===== src/rtl/regfile_pkg.sv =====
// Shared types and constants for the register file access controller.
package regfile_pkg;

  localparam int NUM_REGS = 32;
  localparam int ADDR_W   = 7;
  localparam int DATA_W   = 32;
  localparam int IDX_W    = $clog2(NUM_REGS);

  // Write select value that matches no register; driven while the write port is idle.
  localparam logic [ADDR_W-1:0] RF_IDLE_SEL = 7'h7F;
  localparam logic [ADDR_W-1:0] NUM_REGS_A  = ADDR_W'(NUM_REGS);

  // Operand-fetch request as produced by decode.
  typedef struct packed {
    logic [ADDR_W-1:0] src_a;
    logic [ADDR_W-1:0] src_b;
    logic [ADDR_W-1:0] dst;
    logic              dst_en;
  } rf_req_t;

  // True when a select addresses a real register.
  function automatic logic in_range(input logic [ADDR_W-1:0] idx);
    return idx < NUM_REGS_A;
  endfunction

endpackage


===== src/rtl/regfile_scoreboard.sv =====
// Pending-destination scoreboard: one bit per register, set when a producer
// issues, cleared on its writeback. A set and a clear of the same bit in one
// cycle leaves the bit set, because the new producer is still outstanding.
module regfile_scoreboard
  import regfile_pkg::*;
(
  input  logic                clk,
  input  logic                reset,
  input  logic                set_en,
  input  logic [ADDR_W-1:0]   set_idx,
  input  logic                clr_en,
  input  logic [ADDR_W-1:0]   clr_idx,
  input  logic [ADDR_W-1:0]   look_a,
  input  logic [ADDR_W-1:0]   look_b,
  output logic                hit_a,
  output logic                hit_b,
  output logic [NUM_REGS-1:0] pending
);

  logic [NUM_REGS-1:0] pending_q, pending_d;
  logic [NUM_REGS-1:0] set_mask, clr_mask;

  // Next pending vector and hazard lookups; out-of-range selects never match.
  always_comb begin
    // NOTE: every always_comb output gets a default first so no path can infer a latch.
    set_mask = '0;
    clr_mask = '0;
    if (set_en && in_range(set_idx)) set_mask[set_idx[IDX_W-1:0]] = 1'b1;
    if (clr_en && in_range(clr_idx)) clr_mask[clr_idx[IDX_W-1:0]] = 1'b1;
    pending_d = (pending_q & ~clr_mask) | set_mask;
    hit_a     = in_range(look_a) && pending_q[look_a[IDX_W-1:0]];
    hit_b     = in_range(look_b) && pending_q[look_b[IDX_W-1:0]];
  end

  // Pending state register.
  always_ff @(posedge clk or negedge reset) begin
    // NOTE: sequential state uses non-blocking assignments so all flops update together.
    if (!reset) pending_q <= '0;
    else        pending_q <= pending_d;
  end

  assign pending = pending_q;

endmodule


===== src/rtl/regfile_access_ctrl.sv =====
// Register file access controller: one-entry fetch stage S, scoreboard-based
// RAW stalls, valid/ready operand output, and writeback onto the write port.
// Optional macro REGFILE_BYPASS_EN forwards wb_data to a same-cycle reader;
// without it a source matching the live writeback stalls one cycle.
module regfile_access_ctrl
  import regfile_pkg::*;
(
  input  logic                clk,
  input  logic                reset,
  input  logic                req_valid,
  output logic                req_ready,
  input  logic [ADDR_W-1:0]   req_src_a,
  input  logic [ADDR_W-1:0]   req_src_b,
  input  logic [ADDR_W-1:0]   req_dst,
  input  logic                req_dst_en,
  output logic                op_valid,
  input  logic                op_ready,
  output logic [DATA_W-1:0]   op_a,
  output logic [DATA_W-1:0]   op_b,
  output logic [ADDR_W-1:0]   op_dst,
  output logic                op_dst_en,
  input  logic                wb_valid,
  input  logic [ADDR_W-1:0]   wb_dst,
  input  logic [DATA_W-1:0]   wb_data,
  output logic [ADDR_W-1:0]   rf_read_a,
  output logic [ADDR_W-1:0]   rf_read_b,
  input  logic [DATA_W-1:0]   rf_out_a,
  input  logic [DATA_W-1:0]   rf_out_b,
  output logic [ADDR_W-1:0]   rf_write_select,
  output logic [DATA_W-1:0]   rf_write_in,
  output logic [NUM_REGS-1:0] pending
);

  logic              s_valid_q, s_valid_d;
  rf_req_t           s_req_q, s_req_d;
  logic              op_valid_q, op_valid_d;
  logic [DATA_W-1:0] op_a_q, op_a_d, op_b_q, op_b_d;
  logic [ADDR_W-1:0] op_dst_q, op_dst_d;
  logic              op_dst_en_q, op_dst_en_d;

  logic              wb_act, wb_hit_a, wb_hit_b;
  logic              pend_a, pend_b, haz_a, haz_b;
  logic [DATA_W-1:0] opnd_a, opnd_b;
  logic              s_advance, req_fire;

  // Writeback strobes are dropped while reset is held.
  assign wb_act = wb_valid && reset;

  regfile_scoreboard u_sb (
    .clk     (clk),
    .reset   (reset),
    .set_en  (s_advance && s_req_q.dst_en),
    .set_idx (s_req_q.dst),
    .clr_en  (wb_act),
    .clr_idx (wb_dst),
    .look_a  (s_req_q.src_a),
    .look_b  (s_req_q.src_b),
    .hit_a   (pend_a),
    .hit_b   (pend_b),
    .pending (pending)
  );

  // Hazard detection and operand selection for the sources held in S.
  always_comb begin
    wb_hit_a = wb_act && in_range(s_req_q.src_a) && (wb_dst == s_req_q.src_a);
    wb_hit_b = wb_act && in_range(s_req_q.src_b) && (wb_dst == s_req_q.src_b);
`ifdef REGFILE_BYPASS_EN
    haz_a  = pend_a && !wb_hit_a;
    haz_b  = pend_b && !wb_hit_b;
    opnd_a = wb_hit_a ? wb_data : rf_out_a;
    opnd_b = wb_hit_b ? wb_data : rf_out_b;
`else
    haz_a  = pend_a || wb_hit_a;
    haz_b  = pend_b || wb_hit_b;
    opnd_a = rf_out_a;
    opnd_b = rf_out_b;
`endif
    if (!in_range(s_req_q.src_a)) opnd_a = '0;
    if (!in_range(s_req_q.src_b)) opnd_b = '0;
  end

  assign s_advance = s_valid_q && !haz_a && !haz_b && (!op_valid_q || op_ready);
  assign req_ready = !s_valid_q || s_advance;
  assign req_fire  = req_valid && req_ready;

  // Next state of stage S and of the operand output register.
  always_comb begin
    s_valid_d   = s_valid_q;
    s_req_d     = s_req_q;
    op_valid_d  = op_valid_q;
    op_a_d      = op_a_q;
    op_b_d      = op_b_q;
    op_dst_d    = op_dst_q;
    op_dst_en_d = op_dst_en_q;
    if (req_fire) begin
      s_valid_d = 1'b1;
      s_req_d   = '{src_a: req_src_a, src_b: req_src_b, dst: req_dst, dst_en: req_dst_en};
    end else if (s_advance) begin
      s_valid_d = 1'b0;
    end
    if (s_advance) begin
      op_valid_d  = 1'b1;
      op_a_d      = opnd_a;
      op_b_d      = opnd_b;
      op_dst_d    = s_req_q.dst;
      op_dst_en_d = s_req_q.dst_en;
    end else if (op_ready) begin
      op_valid_d = 1'b0;
    end
  end

  // Stage S and output register flops.
  always_ff @(posedge clk or negedge reset) begin
    if (!reset) begin
      s_valid_q   <= 1'b0;
      s_req_q     <= '0;
      op_valid_q  <= 1'b0;
      op_a_q      <= '0;
      op_b_q      <= '0;
      op_dst_q    <= '0;
      op_dst_en_q <= 1'b0;
    end else begin
      s_valid_q   <= s_valid_d;
      s_req_q     <= s_req_d;
      op_valid_q  <= op_valid_d;
      op_a_q      <= op_a_d;
      op_b_q      <= op_b_d;
      op_dst_q    <= op_dst_d;
      op_dst_en_q <= op_dst_en_d;
    end
  end

  // Read selects follow S and keep their last value once S empties.
  assign rf_read_a       = s_req_q.src_a;
  assign rf_read_b       = s_req_q.src_b;
  assign rf_write_select = wb_act ? wb_dst : RF_IDLE_SEL;
  assign rf_write_in     = wb_act ? wb_data : '0;

  assign op_valid  = op_valid_q;
  assign op_a      = op_a_q;
  assign op_b      = op_b_q;
  assign op_dst    = op_dst_q;
  assign op_dst_en = op_dst_en_q;

endmodule

===== config.mk =====
export PLATFORM = sky130hd
export DESIGN_NAME = regfile_access_ctrl
export DESIGN_NICKNAME = d
export VERILOG_FILES = /design/src/rtl/regfile_pkg.sv /design/src/rtl/regfile_scoreboard.sv /design/src/rtl/regfile_access_ctrl.sv
export SDC_FILE = /design/constraint.sdc
export NUM_CORES = 1
export LEC_CHECK = 0
export CAP_MARGIN = 15
export CORE_ASPECT_RATIO = 1.5
export CORE_MARGIN = 4
export CORE_UTILIZATION = 35
export DETAILED_ROUTE_END_ITERATION = 8
export PLACE_DENSITY = 0.7
export REMOVE_ABC_BUFFERS = 1
export SKIP_LAST_GASP = 1
export SYNTH_ARGS = -nofsm -noshare
export SYNTH_HDL_FRONTEND = slang
export SYNTH_SLANG_ARGS = --single-unit

===== constraint.sdc =====
create_clock -name clk -period 5 [get_ports clk]
set_input_delay 0.5 -clock clk [delete_from_list [all_inputs] [get_ports clk]]
set_output_delay 0.5 -clock clk [all_outputs]
set_load 0.005 [all_outputs]

After elaboration in Yosys (flattened, before gate mapping). Cells that the tools add are included.

Register bits after elaboration: 128. Input bits: 130. Logic and storage cells: 70.

Magnitude comparators: 10. Eq/ne operators: 2. Muxes and demuxes: 18. Bitwise operators: 3. Reduce and logical (&&, ||, !) cells: 26.

Operators by type and width (count): $mux 32 (5); $and 32x32->32 (1); $not 32->32 (1); $or 32x32->32 (1); $lt 7x6->1 const B (4); $lt 5x6->1 const B (4); $logic_and 1x1->1 (16); $eq 7x7->1 (2); $bmux 1 s5 (2); $demux 1 s5 (2); $ge 5x1->1 const B (2); $mux 1 (8); $mux 7 (1); $logic_not 1->1 (4); $logic_or 1x1->1 (4); $reduce_bool 2->1 (2).

Depth between registers and ports, before layout.
Depth in word-level cells: 12. Gate-level depth with buffers: 11. Gate-level depth less buffers: 7.

By module. From an unflattened synthesis, not the netlist that was laid out.

Cell total of the unflattened synthesis: 645. Area total of the unflattened synthesis: 6336.1 sq um.

By module, submodules not included: regfile_access_ctrl (instances 1, cells each 468, area an instance 4440.5 sq um); regfile_scoreboard (instances 1, cells each 177, area an instance 1895.6 sq um).

Worst setup path after synthesis. No wires, ideal clock.

Kind: flip-flop to flip-flop. From: reg s_req_q, in the netlist rf_read_b[0]. To: reg s_req_q, in the netlist rf_read_a[0]. Arrival: 2439 ps. Required time: 4875 ps. Slack: 2436 ps. Cell stages (with the launch flop): 10. Path buffers: 2. Cell sequence: dfrtp_1 -> buf_6 -> mux4_2 -> mux2_2 -> nand2_1 -> a41o_2 -> o211ai_4 -> a21boi_2 -> buf_2 -> mux2_2.

Longest elaborated chain between the ends: 9. Elaborated cells on any way between the ends: 13. Classes of those cells: order compare (1); eq/ne (1); mux (2); reduce/logical (9).

Ends and longest elaborated chain: start, declared (line regfile_access_ctrl.sv:35) `rf_req_t s_req_q, s_req_d;`; start signal, assigned (line regfile_access_ctrl.sv:124) `s_req_q <= s_req_d;`; $bmux 1 s5 or $lt 7x6->1 (tied branches) (line regfile_scoreboard.sv:32, regfile_pkg.sv:23); $mux 1 (implied by the code) or $logic_and 1x1->1 (tied branches) (line regfile_scoreboard.sv:32, regfile_access_ctrl.sv:66); $logic_and 1x1->1, on equally long branches (line regfile_scoreboard.sv:32, regfile_access_ctrl.sv:66); $logic_or 1x1->1 (*) (line regfile_access_ctrl.sv:74) `haz_b = pend_b || wb_hit_b;`; $logic_not 1->1 (*) (line regfile_access_ctrl.sv:82) `assign s_advance = s_valid_q && !haz_a && !haz_b && (!op_valid_q || op_ready);`; $logic_and 1x1->1 (*) (2 in series) (line regfile_access_ctrl.sv:82); $logic_or 1x1->1 (*) (line regfile_access_ctrl.sv:83) `assign req_ready = !s_valid_q || s_advance;`; $logic_and 1x1->1 (*) (line regfile_access_ctrl.sv:84) `assign req_fire = req_valid && req_ready;`.

Every way passes the cells marked *; elsewhere a longest branch is shown, timed or not. The select of a mux whose other input is x is not followed. A chain may end at the register's enable or synchronous reset.

Worst setup path in the final report.
From: reg s_req_q, in the netlist rf_read_a[0]. To: out req_ready.

Longest elaborated chain between the ends: 9. Elaborated cells on any way between the ends: 13. Classes of those cells: order compare (1); eq/ne (1); mux (2); reduce/logical (9).

Ends and longest elaborated chain: $bmux 1 s5 or $lt 7x6->1 (tied branches) (line regfile_scoreboard.sv:31, regfile_pkg.sv:23); $mux 1 (implied by the code) or $logic_and 1x1->1 (tied branches) (line regfile_scoreboard.sv:31, regfile_access_ctrl.sv:65); $logic_and 1x1->1, on equally long branches (line regfile_scoreboard.sv:31, regfile_access_ctrl.sv:65); $logic_or 1x1->1 (*) (line regfile_access_ctrl.sv:73) `haz_a = pend_a || wb_hit_a;`; $logic_not 1->1 (*) (line regfile_access_ctrl.sv:82); $logic_and 1x1->1 (*) (3 in series) (line regfile_access_ctrl.sv:82); $logic_or 1x1->1 (*) (line regfile_access_ctrl.sv:83); end, declared (line regfile_access_ctrl.sv:11) `output logic req_ready,`.

Marked as above.

==> reports/metrics.yaml <==
outcome: "finished, final reports clean"
vdd_drop_max_mv: 0.327
crit_buf_inv: 1
arrival_ps: 3160
path_clk_slew_ps: 60
synth_cell_type_count: 41
cts_setup_buffers: 0
cts-htree-levels: 4
drc: 0
io_buffer_count: 288
fin_cells: 1107
core-area_sq_um: 17400
synth-seq-cells: 128
drive_gt1_share_pct: 12.0
ant_nets: 0
dieWidth_um: 117
grt_pass1_wl_um: 31600
dp_hpwl_um: 15600
antenna_found_initial: 0
fin_ws_ps: 1340
ctsHoldBuffers: 0
p_sw_mw: 1.70
tritoncts: "built"
postSynth.asyncResetShare_pct: 100
rsz0062_at_grt: "no"
die_h_um: 171
postPlaceCellArea_sq_um: 9120
synth_top_area_share_pct: 51.5
crit_required_ps: 4500
yosysWarnings: 0
grtUsageTotal_pct: 20.7
hold_class: "in -> async"
path_max_fanout: 10
wl_per_cell_um: 18.7
nets: 1011
crit_type: "reg -> out"
dp.cells: 1075
finalSetupViolCount: 0
critPathMaxStageDelay_ps: 710
leakage_nw: 4.02
synth-main-ff-cell: "dfrtp_1"
clockPowerShare_pct: 25.9
slew_headroom_pct: 37.6
synthesis.area_sq_um: 6220
grt_max_degree: 88
cp-start-kind: "register"
crit_chain: "mux4_2 > mux2i_1 > o2111ai_1 > a41oi_2 > o211ai_4 > nand2_1 > clkdlybuf4s50_1"
grt_pass1_vias: 5611
dp_slack_ps: 1310
viasPerCell: 4.97
max_freq_ghz: 0.273
cts_resized: 0
powerDensity_nw_per_um2: 504
cts_root_buf: "clkbuf_16"
post-synth-top-area-cell: "dfrtp_1"
combPwrFrac_pct: 39.0
swShare_pct: 34.8
drv_cap: 0
seq_area_frac_synth_pct: 51.5
synthToLayoutAreaGrowth_pct: 56.2
synth_edf_count: 0
syn-instance-count: 625
pin_count: 289
clock_path_buffers: 2
yosysMostFrequentCell: "nand2_1"
cts.sinks: 128
fillers: 1561
drt_iter0_drc: 441
syn_area_per_cell_sq_um: 9.96
start_util_pct: 35.7
tightest_slew_ps: 936
wl_um: 20700
critical_path.top_delay_family: "multiplexers"
power_frac_seq_pct: 35.1
slowest_stage: "dfrtp_1"
design_area_sq_um: 9720
endpoint_kind: "output port"
cts_made_buffers: 17
dieArea_sq_um: 20000
power.internal_mw: 3.19
via_count: 5504
fin_tns_setup_ps: 0
num_rows: 59
routabilityCongestion: 0.882
first_pass_iters: 4
overflow: 0
fin_crit_ps: 3660
skew_ps: 7.02
synth_area_leaders: "dfrtp_1 51%, nand2_1 9.1%, o21ai_0 8.2%"
n_antenna_cell: 0
final_hold_viol_count: 0
period_share_pct: 73.2
synthTopCellsByCount: "151 x nand2_1, 128 x dfrtp_1, 102 x o21ai_0"
clock_latency_ps: 420
drv_slew: 0
==> metrics by stage <==
stage,hold WS (ps),power (mW),util (%)
final,312,4.90,55.8
after global routing,392,5.25,55.8
after CTS,351,4.97,55.8
after detailed placement,469,3.68,52.3
after global placement,462,3.65,52.3
after floorplan,204,2.57,-
==> state kept, by name (all words and copies together) (netlist names) <==
register and count:
rf_read_a 7, rf_read_b 7, op_dst 7, s_req_q 8, op_b 32, s_valid_q 1, u_sb.pending 32, op_a 32
op_dst_en 1, op_valid 1
==> worst register-to-register path, stage by stage (launching register included) <==
cell	delay, ps
dfrtp_1	710
mux4_2	600
mux2i_1	150
o2111ai_1	150
a41oi_2	320
o211ai_4	130
buf_4	320
or3b_1	690
o21ai_2	210
==> final timing paths <==
| path | start | end | slack (ps) | cells past startpoint |
|---|---|---|---|---|
| max reg2reg | rf_read_a[0] | u_sb.pending[21] | 1650 | 8 |
| max in group asynchronous | reset | op_b[6] | 4050 | 2 |
| min reg2reg | op_a[13] | op_a[13] | 480 | 2 |
| max | rf_read_a[0] | req_ready | 1340 | 7 |
| min | reset | u_sb.pending[3] | 310 | 2 |
| min in group clk | op_a[13] | op_a[13] | 480 | 2 |
==> power by group through the flow <==
stage / clock network [mW] / registers [mW] / logic (mW)
floorplan: 0 / 1.65 / 0.921
global placement: 0 / 1.74 / 1.91
detailed placement: 0 / 1.74 / 1.94
CTS: 1.30 / 1.73 / 1.95
global route: 1.35 / 1.78 / 2.12
finish: 1.27 / 1.72 / 1.91
==> layer usage <==
layer  share of wire (%)  GRT usage [%]  vias up
met3                 6.1           4.96       37
met2                  53           35.8      181
met1                  38           24.6     2635
met4                 3.1           7.88        0
li1                    -              -     2651
met5                   0              0        -
==> cell type report <==
cell class | instances | area (sq um) | area share [%]
multi-input cells | 434 | 2690 | 27.7
clock buffers | 19 | 443 | 4.56
inverters | 4 | 15.0 | 0.154
repair buffers | 296 | 2940 | 30.3
flip-flops and latches | 128 | 3200 | 32.9
well taps | 213 | 267 | 2.74
clock inverters | 13 | 161 | 1.66
==> cells by family (layout without fill, tap and decap cells) <==
group / Yosys count / after routing / share of synthesized area (%)
and+or+nand+nor: 230 / 230 / 16.7
AOI/OAI and AO/OA: 141 / 141 / 12.9
DFF: 128 / 128 / 51.5
buffers and inverters: 63 / 332 / 5.41
muxes: 51 / 51 / 11.8
xor gates and xnor gates: 12 / 12 / 1.69
==> cells in the final DEF (no fill, tap or decap), drive strengths merged, types with 5 or more instances in the layout <==
cell	Yosys	final
clkdlybuf4s50	0	287
nand2	151	151
dfrtp	128	128
o21ai	126	126
and3	32	32
mux2	31	31
clkbuf	28	19
mux4	15	15
nor2	10	10
xor2	9	9
buf	31	9
nand3	8	8
nand2b	7	7
or2	7	7
clkinv	0	7
inv	4	6
mux2i	5	5
Note: power is estimated with default switching activity, not from simulation.
